--- config.mk ---
export PLATFORM = sky130hd
export DESIGN_NAME = context_issue
export DESIGN_NICKNAME = d
export VERILOG_FILES = /design/src/rtl/context_issue.sv
export SDC_FILE = /design/constraint.sdc
export NUM_CORES = 1
export LEC_CHECK = 0
export ABC_CLOCK_PERIOD_IN_PS = 8660
export CORE_ASPECT_RATIO = 1.25
export CORE_MARGIN = 2
export CORE_UTILIZATION = 55
export CTS_BUF_LIST = sky130_fd_sc_hd__clkbuf_16
export CTS_CLUSTER_SIZE = 14
export DETAILED_ROUTE_END_ITERATION = 8
export PLACE_DENSITY = 0.76
export SETUP_SLACK_MARGIN = 0.2
export SYNTH_ARGS = -nofsm -noshare
export SYNTH_HDL_FRONTEND = slang
export SYNTH_SLANG_ARGS = --single-unit
--- constraint.sdc ---
create_clock -name clock -period 8.66 [get_ports clock]
set_input_delay 0.866 -clock clock [delete_from_list [all_inputs] [get_ports clock]]
set_output_delay 0.866 -clock clock [all_outputs]
set_load 0.005 [all_outputs]
--- src/rtl/context_issue.sv ---
// context_issue: per-PE context sequencer and operand issue stage feeding simple_alu.
// A small context memory is loaded while idle, then stepped cyclically at the
// configured initiation interval; operands come from PE inputs, the context
// constant or a result-feedback register, and every issue output is registered.
// Optional feature macro: CTX_PREDICATE_EN (adds a pred_en bit to each context
// word, drives op_predicate from in_b and squashes issues whose in_b is invalid).
module context_issue #(
  parameter int DATA_WIDTH = 16,
  parameter int CTX_DEPTH  = 16,
  localparam int CTX_AW    = $clog2(CTX_DEPTH),
`ifdef CTX_PREDICATE_EN
  localparam int CW        = DATA_WIDTH + 11
`else
  localparam int CW        = DATA_WIDTH + 10
`endif
) (
  input  logic                  clock,
  input  logic                  reset,
  input  logic                  cfg_we,
  input  logic [CTX_AW-1:0]     cfg_addr,
  input  logic [CW-1:0]         cfg_wdata,
  output logic                  cfg_err,
  input  logic                  start,
  input  logic [CTX_AW:0]       ii,
  input  logic [15:0]           iter_count,
  input  logic                  stall,
  input  logic [DATA_WIDTH:0]   in_a,
  input  logic [DATA_WIDTH:0]   in_b,
  input  logic [DATA_WIDTH-1:0] alu_result,
  input  logic                  result_we,
  output logic [5:0]            operation,
  output logic [DATA_WIDTH:0]   op_RHS,
  output logic [DATA_WIDTH:0]   op_LHS,
  output logic [DATA_WIDTH:0]   op_SHIFT,
  output logic [DATA_WIDTH-1:0] op_predicate,
  output logic                  issue_valid,
  output logic [CTX_AW-1:0]     ctx_ptr,
  output logic                  busy,
  output logic                  done
);

  typedef enum logic [1:0] {IDLE, RUN, DONE} state_t;

  localparam logic [CTX_AW:0] II_MAX = (CTX_AW + 1)'(CTX_DEPTH);
  localparam logic [CTX_AW:0] II_ONE = (CTX_AW + 1)'(1);

  state_t                state_reg, state_next;
  logic [CTX_AW-1:0]     ctx_ptr_reg, ctx_ptr_next;
  logic [15:0]           iter_cnt_reg, iter_cnt_next;
  logic [CTX_AW:0]       ii_lat_reg, ii_lat_next;
  logic [15:0]           iter_lat_reg, iter_lat_next;
  logic                  last_reg, last_next;
  logic [5:0]            operation_reg, operation_next;
  logic [DATA_WIDTH:0]   rhs_reg, rhs_next;
  logic [DATA_WIDTH:0]   lhs_reg, lhs_next;
  logic [DATA_WIDTH:0]   shift_reg, shift_next;
  logic [DATA_WIDTH-1:0] pred_reg, pred_next;
  logic                  issue_valid_reg, issue_valid_next;
  logic [DATA_WIDTH-1:0] fb_reg;
  logic                  fb_valid_reg;

  logic [CW-1:0]         ctx_mem [CTX_DEPTH];
  logic                  mem_we;
  logic [CW-1:0]         word;
  logic [5:0]            word_op;
  logic [1:0]            rhs_sel, lhs_sel;
  logic [DATA_WIDTH:0]   const_operand, fb_operand, rhs_value, lhs_value;
  logic [DATA_WIDTH-1:0] pred_value;
  logic                  issue_squash;
  logic [CTX_AW:0]       ii_clamped;
  logic [15:0]           iter_clamped;
  logic                  ptr_at_end, iter_at_end;

  // Configuration writes are only honoured while idle; anything else is flagged.
  assign mem_we  = cfg_we && (state_reg == IDLE);
  assign cfg_err = cfg_we && (state_reg != IDLE);

  // One write port per context entry; contents deliberately survive reset.
  generate
    for (genvar gi = 0; gi < CTX_DEPTH; gi++) begin : g_ctx
      always_ff @(posedge clock) begin
        if (mem_we && (cfg_addr == CTX_AW'(gi))) ctx_mem[gi] <= cfg_wdata;
      end
    end
  endgenerate

  // Decode the context word currently addressed by the sequencer.
  assign word          = ctx_mem[ctx_ptr_reg];
  assign word_op       = word[5:0];
  assign rhs_sel       = word[7:6];
  assign lhs_sel       = word[9:8];
  assign const_operand = {1'b1, word[DATA_WIDTH+9:10]};
  assign fb_operand    = {fb_valid_reg, fb_reg};

`ifdef CTX_PREDICATE_EN
  assign issue_squash = word[CW-1] && !in_b[DATA_WIDTH];
  assign pred_value   = word[CW-1] ? in_b[DATA_WIDTH-1:0] : '0;
`else
  assign issue_squash = 1'b0;
  assign pred_value   = '0;
`endif

  function automatic logic [DATA_WIDTH:0] pick_operand(
    input logic [1:0]          sel,
    input logic [DATA_WIDTH:0] a,
    input logic [DATA_WIDTH:0] b,
    input logic [DATA_WIDTH:0] c,
    input logic [DATA_WIDTH:0] f
  );
    case (sel)
      2'd0:    return a;
      2'd1:    return b;
      2'd2:    return c;
      default: return f;
    endcase
  endfunction

  // Operand muxes for the two selectable ALU inputs.
  always_comb begin
    rhs_value = pick_operand(rhs_sel, in_a, in_b, const_operand, fb_operand);
    lhs_value = pick_operand(lhs_sel, in_a, in_b, const_operand, fb_operand);
  end

  // Normalise the run parameters: zero means one, ii saturates at the memory depth.
  always_comb begin
    ii_clamped = ii;
    if (ii == '0)         ii_clamped = II_ONE;
    else if (ii > II_MAX) ii_clamped = II_MAX;
    iter_clamped = (iter_count == 16'd0) ? 16'd1 : iter_count;
  end

  assign ptr_at_end  = ({1'b0, ctx_ptr_reg} == (ii_lat_reg - II_ONE));
  assign iter_at_end = (iter_cnt_reg == (iter_lat_reg - 16'd1));

  // Sequencer next-state and issue-register next values.
  // last_reg marks that the final context has been issued, so DONE (and the
  // drop of issue_valid) lands one cycle after the last live issue.
  always_comb begin
    state_next       = state_reg;
    ctx_ptr_next     = ctx_ptr_reg;
    iter_cnt_next    = iter_cnt_reg;
    ii_lat_next      = ii_lat_reg;
    iter_lat_next    = iter_lat_reg;
    last_next        = last_reg;
    operation_next   = operation_reg;
    rhs_next         = rhs_reg;
    lhs_next         = lhs_reg;
    shift_next       = shift_reg;
    pred_next        = pred_reg;
    issue_valid_next = 1'b0;
    unique case (state_reg)
      IDLE: begin
        if (start) begin
          state_next    = RUN;
          ctx_ptr_next  = '0;
          iter_cnt_next = 16'd0;
          last_next     = 1'b0;
          ii_lat_next   = ii_clamped;
          iter_lat_next = iter_clamped;
        end
      end
      RUN: begin
        if (last_reg) begin
          state_next     = DONE;
          operation_next = 6'd0;
        end else if (!stall) begin
          operation_next   = issue_squash ? 6'd0 : word_op;
          rhs_next         = rhs_value;
          lhs_next         = lhs_value;
          shift_next       = const_operand;
          pred_next        = pred_value;
          issue_valid_next = !issue_squash;
          if (ptr_at_end) begin
            ctx_ptr_next  = '0;
            iter_cnt_next = iter_cnt_reg + 16'd1;
            if (iter_at_end) last_next = 1'b1;
          end else begin
            ctx_ptr_next = ctx_ptr_reg + CTX_AW'(1);
          end
        end
      end
      DONE: begin
        state_next     = IDLE;
        operation_next = 6'd0;
      end
      default: state_next = IDLE;
    endcase
  end

  // Sequencer state and issue registers.
  always_ff @(posedge clock) begin
    if (reset) begin
      state_reg       <= IDLE;
      ctx_ptr_reg     <= '0;
      iter_cnt_reg    <= 16'd0;
      ii_lat_reg      <= II_ONE;
      iter_lat_reg    <= 16'd1;
      last_reg        <= 1'b0;
      operation_reg   <= 6'd0;
      rhs_reg         <= '0;
      lhs_reg         <= '0;
      shift_reg       <= '0;
      pred_reg        <= '0;
      issue_valid_reg <= 1'b0;
    end else begin
      state_reg       <= state_next;
      ctx_ptr_reg     <= ctx_ptr_next;
      iter_cnt_reg    <= iter_cnt_next;
      ii_lat_reg      <= ii_lat_next;
      iter_lat_reg    <= iter_lat_next;
      last_reg        <= last_next;
      operation_reg   <= operation_next;
      rhs_reg         <= rhs_next;
      lhs_reg         <= lhs_next;
      shift_reg       <= shift_next;
      pred_reg        <= pred_next;
      issue_valid_reg <= issue_valid_next;
    end
  end

  // Result feedback: a capture always wins over the clear that start performs.
  always_ff @(posedge clock) begin
    if (reset) begin
      fb_reg       <= '0;
      fb_valid_reg <= 1'b0;
    end else if (result_we) begin
      fb_reg       <= alu_result;
      fb_valid_reg <= 1'b1;
    end else if ((state_reg == IDLE) && start) begin
      fb_valid_reg <= 1'b0;
    end
  end

  assign operation    = operation_reg;
  assign op_RHS       = rhs_reg;
  assign op_LHS       = lhs_reg;
  assign op_SHIFT     = shift_reg;
  assign op_predicate = pred_reg;
  assign issue_valid  = issue_valid_reg;
  assign ctx_ptr      = ctx_ptr_reg;
  assign busy         = (state_reg != IDLE);
  assign done         = (state_reg == DONE);

endmodule

Yosys cells after proc, flatten, opt, wreduce, memory -nomap -nowiden. Memory sizes are Yosys's and may differ from the RTL's. A register that Yosys moved wholly into a read port is not among the register bits. Index checks and enable logic that the tools add are counted.

Output and inout bits: 81. Memories: 1. Register bits after elaboration: 119. Bits in writable memories: 416. Logic and storage cells: 212. Input port bits: 107.

Bitwise logic cells: 3. Reductions and logical operators: 52. Magnitude comparators: 1. Add/sub/neg operators: 4. Muxes and demuxes: 109. Equality and inequality tests: 29.

Memories: ctx_mem (words 16, width 26, rd ports 1, clocked after Yosys merged registers in 1, wr ports 1, RTL line 62) `logic [CW-1:0] ctx_mem [CTX_DEPTH];`.

Operator list (number): $mux 26 (15); $reduce_or 26->1 (15); $pmux 17 s3 (2); $mux 4 (21); $mux 16 (5); $mux 1 (55); $eq 4x4->1 const B (8); $pmux 16 s2 (1); $logic_and 1x1->1 (19); $add 16x1->16 const B (1); $eq 16x16->1 (1); $eq 4x3->1 const B (4); $logic_not 16->1 (1); $sub 16x1->16 const B (1); $mux 6 (2); $pmux 6 s2 (1); $mux 5 (2); $ne 2x2->1 const B (5); $eq 4x2->1 const B (2); $pmux 4 s2 (1); $reduce_and 2->1 (4); $reduce_bool 2->1 (4); $eq 2x1->1 const B (3); $eq 2x2->1 const B (3); 17 further kinds (22).

Logic depth before layout (Yosys ltp).
Depth after elaboration: 21. Depth in mapped cells: 10. Mapped depth without buffers: 8.

Least setup slack after synthesis. No wires, ideal clock.

Kind: input to register. From: input cfg_addr[1]. To: memory ctx_mem[0][0] in the netlist's numbering, enable pin. Buffers on the path: 0. Stages: 2. Path slack: 5.114 ns. Arrival: 3.104 ns. Setup time: 0.442 ns. Cells stage by stage: or3_1 > nor3_1.

Word-level cells in the longest chain between the ends: 20. Elaborated cells on any way between the ends: 109. Classes of those cells: 15 x eq/ne; 62 x mux; 32 x reduce/logical.

Ends and longest elaborated chain: from (decl) (RTL line 20) `input logic [CTX_AW-1:0] cfg_addr,`; $eq 4x1->1 (RTL line 82) `if (mem_we && (cfg_addr == CTX_AW'(gi))) ctx_mem[gi] <= cfg_wdata;`; $logic_and 1x1->1 (RTL line 82); $mux 1 (RTL line 82); $mux 1 (not written as such) (RTL line 82); $reduce_or 26->1 (no source line); $mux 4 (no source line) / $mux 1 (equally long branches) (15 in series); to (decl) (RTL line 62).

Several ways; a longest one is shown, not always the timed one.

==> results_dict.tcl <==
set metrics [dict create \
    status "completed" \
    path_clk_slew_ns 0.06 \
    reg2reg_slack_ns 4.69 \
    period_share_pct 45.9 \
    wl_per_cell_um 25.1 \
    place_congestion 0.835 \
    pwr_density_cell_mw_per_mm2 204 \
    utilization_pct 64.6 \
    grt_max_degree 70 \
    start_util_pct 55.4 \
    syn_avg_cell_area_um2 15.7 \
    nFillCells 2689 \
    synth_warnings 0 \
    period_minus_slack_ns 3.97 \
    vias 13200 \
    clockBufferDepth 3 \
    arrival_ns 4.43 \
    ys_seq_elements 539 \
    port_buffers 171 \
    max_cap_viol_count 0 \
    synthCells 1411 \
    cts_tree "built" \
    fin_setup_tns_ns 0 \
    placed_area_mm2 0.0242 \
    maxSlewHeadroom_pct 15.0 \
    hold_path.class "reg2reg" \
    fin_skew_ns 0.0181 \
    critPathRequiredTime_ns 9.12 \
    synth_edf_count 416 \
    h-tree-depth 2 \
    cts-root-buf "clkbuf_16" \
    cp-end-kind "flop" \
    first_pass_iters 5 \
    die_height_um 228 \
    synth.distinct_cells 72 \
    io_pins 188 \
    maxSlewViolCount 0 \
    routed_wl_um 53100 \
    cts_inserted_buffers 50 \
    drive_gt1_share_pct 14.9 \
    worstSetupPathType "reg2reg" \
    fmax_ghz 0.252 \
    grt_pass1_wl_um 80500 \
    syn_to_final_growth_pct 16.6 \
    crit_fanout 69 \
    p_leak_uw 0.00830 \
    cts_resized 0 \
    insertion_delay_ns 0.58 \
    hold_viol_final 0 \
    synthFlopType "edfxtp_1" \
    rsz0062_at_grt "false" \
    chipWidth_um 183 \
    clock_sinks 539 \
    async_flop_share_pct 0 \
    setup_violations 0 \
    fin_nets 1681 \
    tightestPinTransition_ns 1.27 \
    grt_overflow 0 \
    core_mm2 0.0399 \
    start_kind "flop" \
    antenna_found_initial 2 \
    placementRows 82 \
    grt_pass1_vias 13500 \
    syn_area_mm2 0.0221 \
    post_cts_buffers 0 \
    dr.first_iter.drc_count 1347 \
    grt_usage_pct 25.5 \
    drc 0 \
    ant_nets 0 \
    cts-hold-fix-buffers 0 \
    avgViaCountPerCell 6.24 \
    dp_hpwl_um 31700 \
    ir_drop_mv 0.167 \
    dieArea_mm2 0.0418 \
    largest_reg_flops 416 \
    yosysSeqAreaShare_pct 67.7 \
    final_cell_area_mm2 0.0258 \
    top_register "ctx_mem" \
]
layout by cell type (no fill, tap or decap), drive strengths merged, types with 27 or more instances in the layout:
cell type / instances
a21oi: 54
inv: 45
nand2: 75
nor2: 88
nor3: 27
clkdlybuf4s50: 170
clkbuf: 51
edfxtp: 416
mux4: 105
mux2i: 56
dfxtp: 123
o21ai: 42
worst max-delay path, stage by stage (launching register included):
cell and delay [ns]:
dfxtp_4 0.60, buf_4 0.83, mux2i_1 0.27, a22oi_1 0.11
a21oi_1 0.65, or2_2 0.70, nand3_1 0.32, o2111a_1 0.33
worst paths after layout:
kind | startpoint | endpoint | cells past startpoint
max reg2reg | flop | op_RHS[9]$_SDFFE_PP0P_ | 7
min | op_SHIFT[11]$_SDFFE_PP0P_ | op_SHIFT[11]$_SDFFE_PP0P_ | 2
max | flop | op_RHS[9]$_SDFFE_PP0P_ | 7
min reg2reg | op_SHIFT[11]$_SDFFE_PP0P_ | op_SHIFT[11]$_SDFFE_PP0P_ | 2
cell usage after synthesis, drive strengths merged (17+ instances only):
cell type | instances | share of area [%]
mux4 | 105 | 11
a22o | 17 | 0.67
a21oi | 54 | 1.2
dfxtp | 123 | 11
mux2 | 17 | 0.87
edfxtp | 416 | 57
o21ai | 42 | 0.95
nand2 | 75 | 1.3
inv | 21 | 0.36
buf | 54 | 1.6
clkbuf | 46 | 0.78
o22ai | 20 | 0.57
nor3 | 27 | 0.63
xnor2 | 17 | 0.67
nand3 | 22 | 0.50
a211oi | 17 | 0.58
nor2 | 88 | 1.5
mux2i | 56 | 2.5
final cells by class:
class / instances / area [um2] / area share (%)
sequential: 539 / 15000 / 58.1
multi-input combinational: 765 / 6700 / 26.0
timing repair buffer: 192 / 1860 / 7.24
clock buffer: 51 / 1280 / 4.95
tap: 504 / 631 / 2.45
clock inverter: 42 / 246 / 0.957
inverter: 22 / 82.6 / 0.320
antenna: 3 / 7.51 / 0.0291
per-layer routing:
metal / GRT usage, % / routed length (um) / vias up
met4: 9.58 / 1830 / 0
met3: 4.57 / 3870 / 131
li1: - / - / 5870
met1: 32.7 / 20600 / 6643
met5: 0 / 0 / -
met2: 43.6 / 26900 / 582
stage by stage:
stage	hold slack, ns	power, uW	worst slack (ns)	instances
after floorplan	0.445	3100	5.11	1426
after global placement	0.449	3260	4.70	2021
after detailed placement	0.451	3270	4.68	2021
after CTS	0.462	5280	4.65	2114
after global routing	0.480	5410	4.37	2116
final	0.462	5260	4.69	2118
report_power, final:
group          switching, uW  internal [uW]  leakage, uW
logic                    186            163      0.00272
clock network            919           1130     0.000816
registers               34.9           2830      0.00476
logic make-up after synthesis:
logic type,share of synthesized area (%)
fa+ha+maj,0.227
other cells,0.0170
simple gates,6.96
compound gates,7.26
xor+xnor,0.991
buf+inv,2.75
flops,67.7
mux,14.1
No activity file was read; power rests on OpenSTA's default activity.
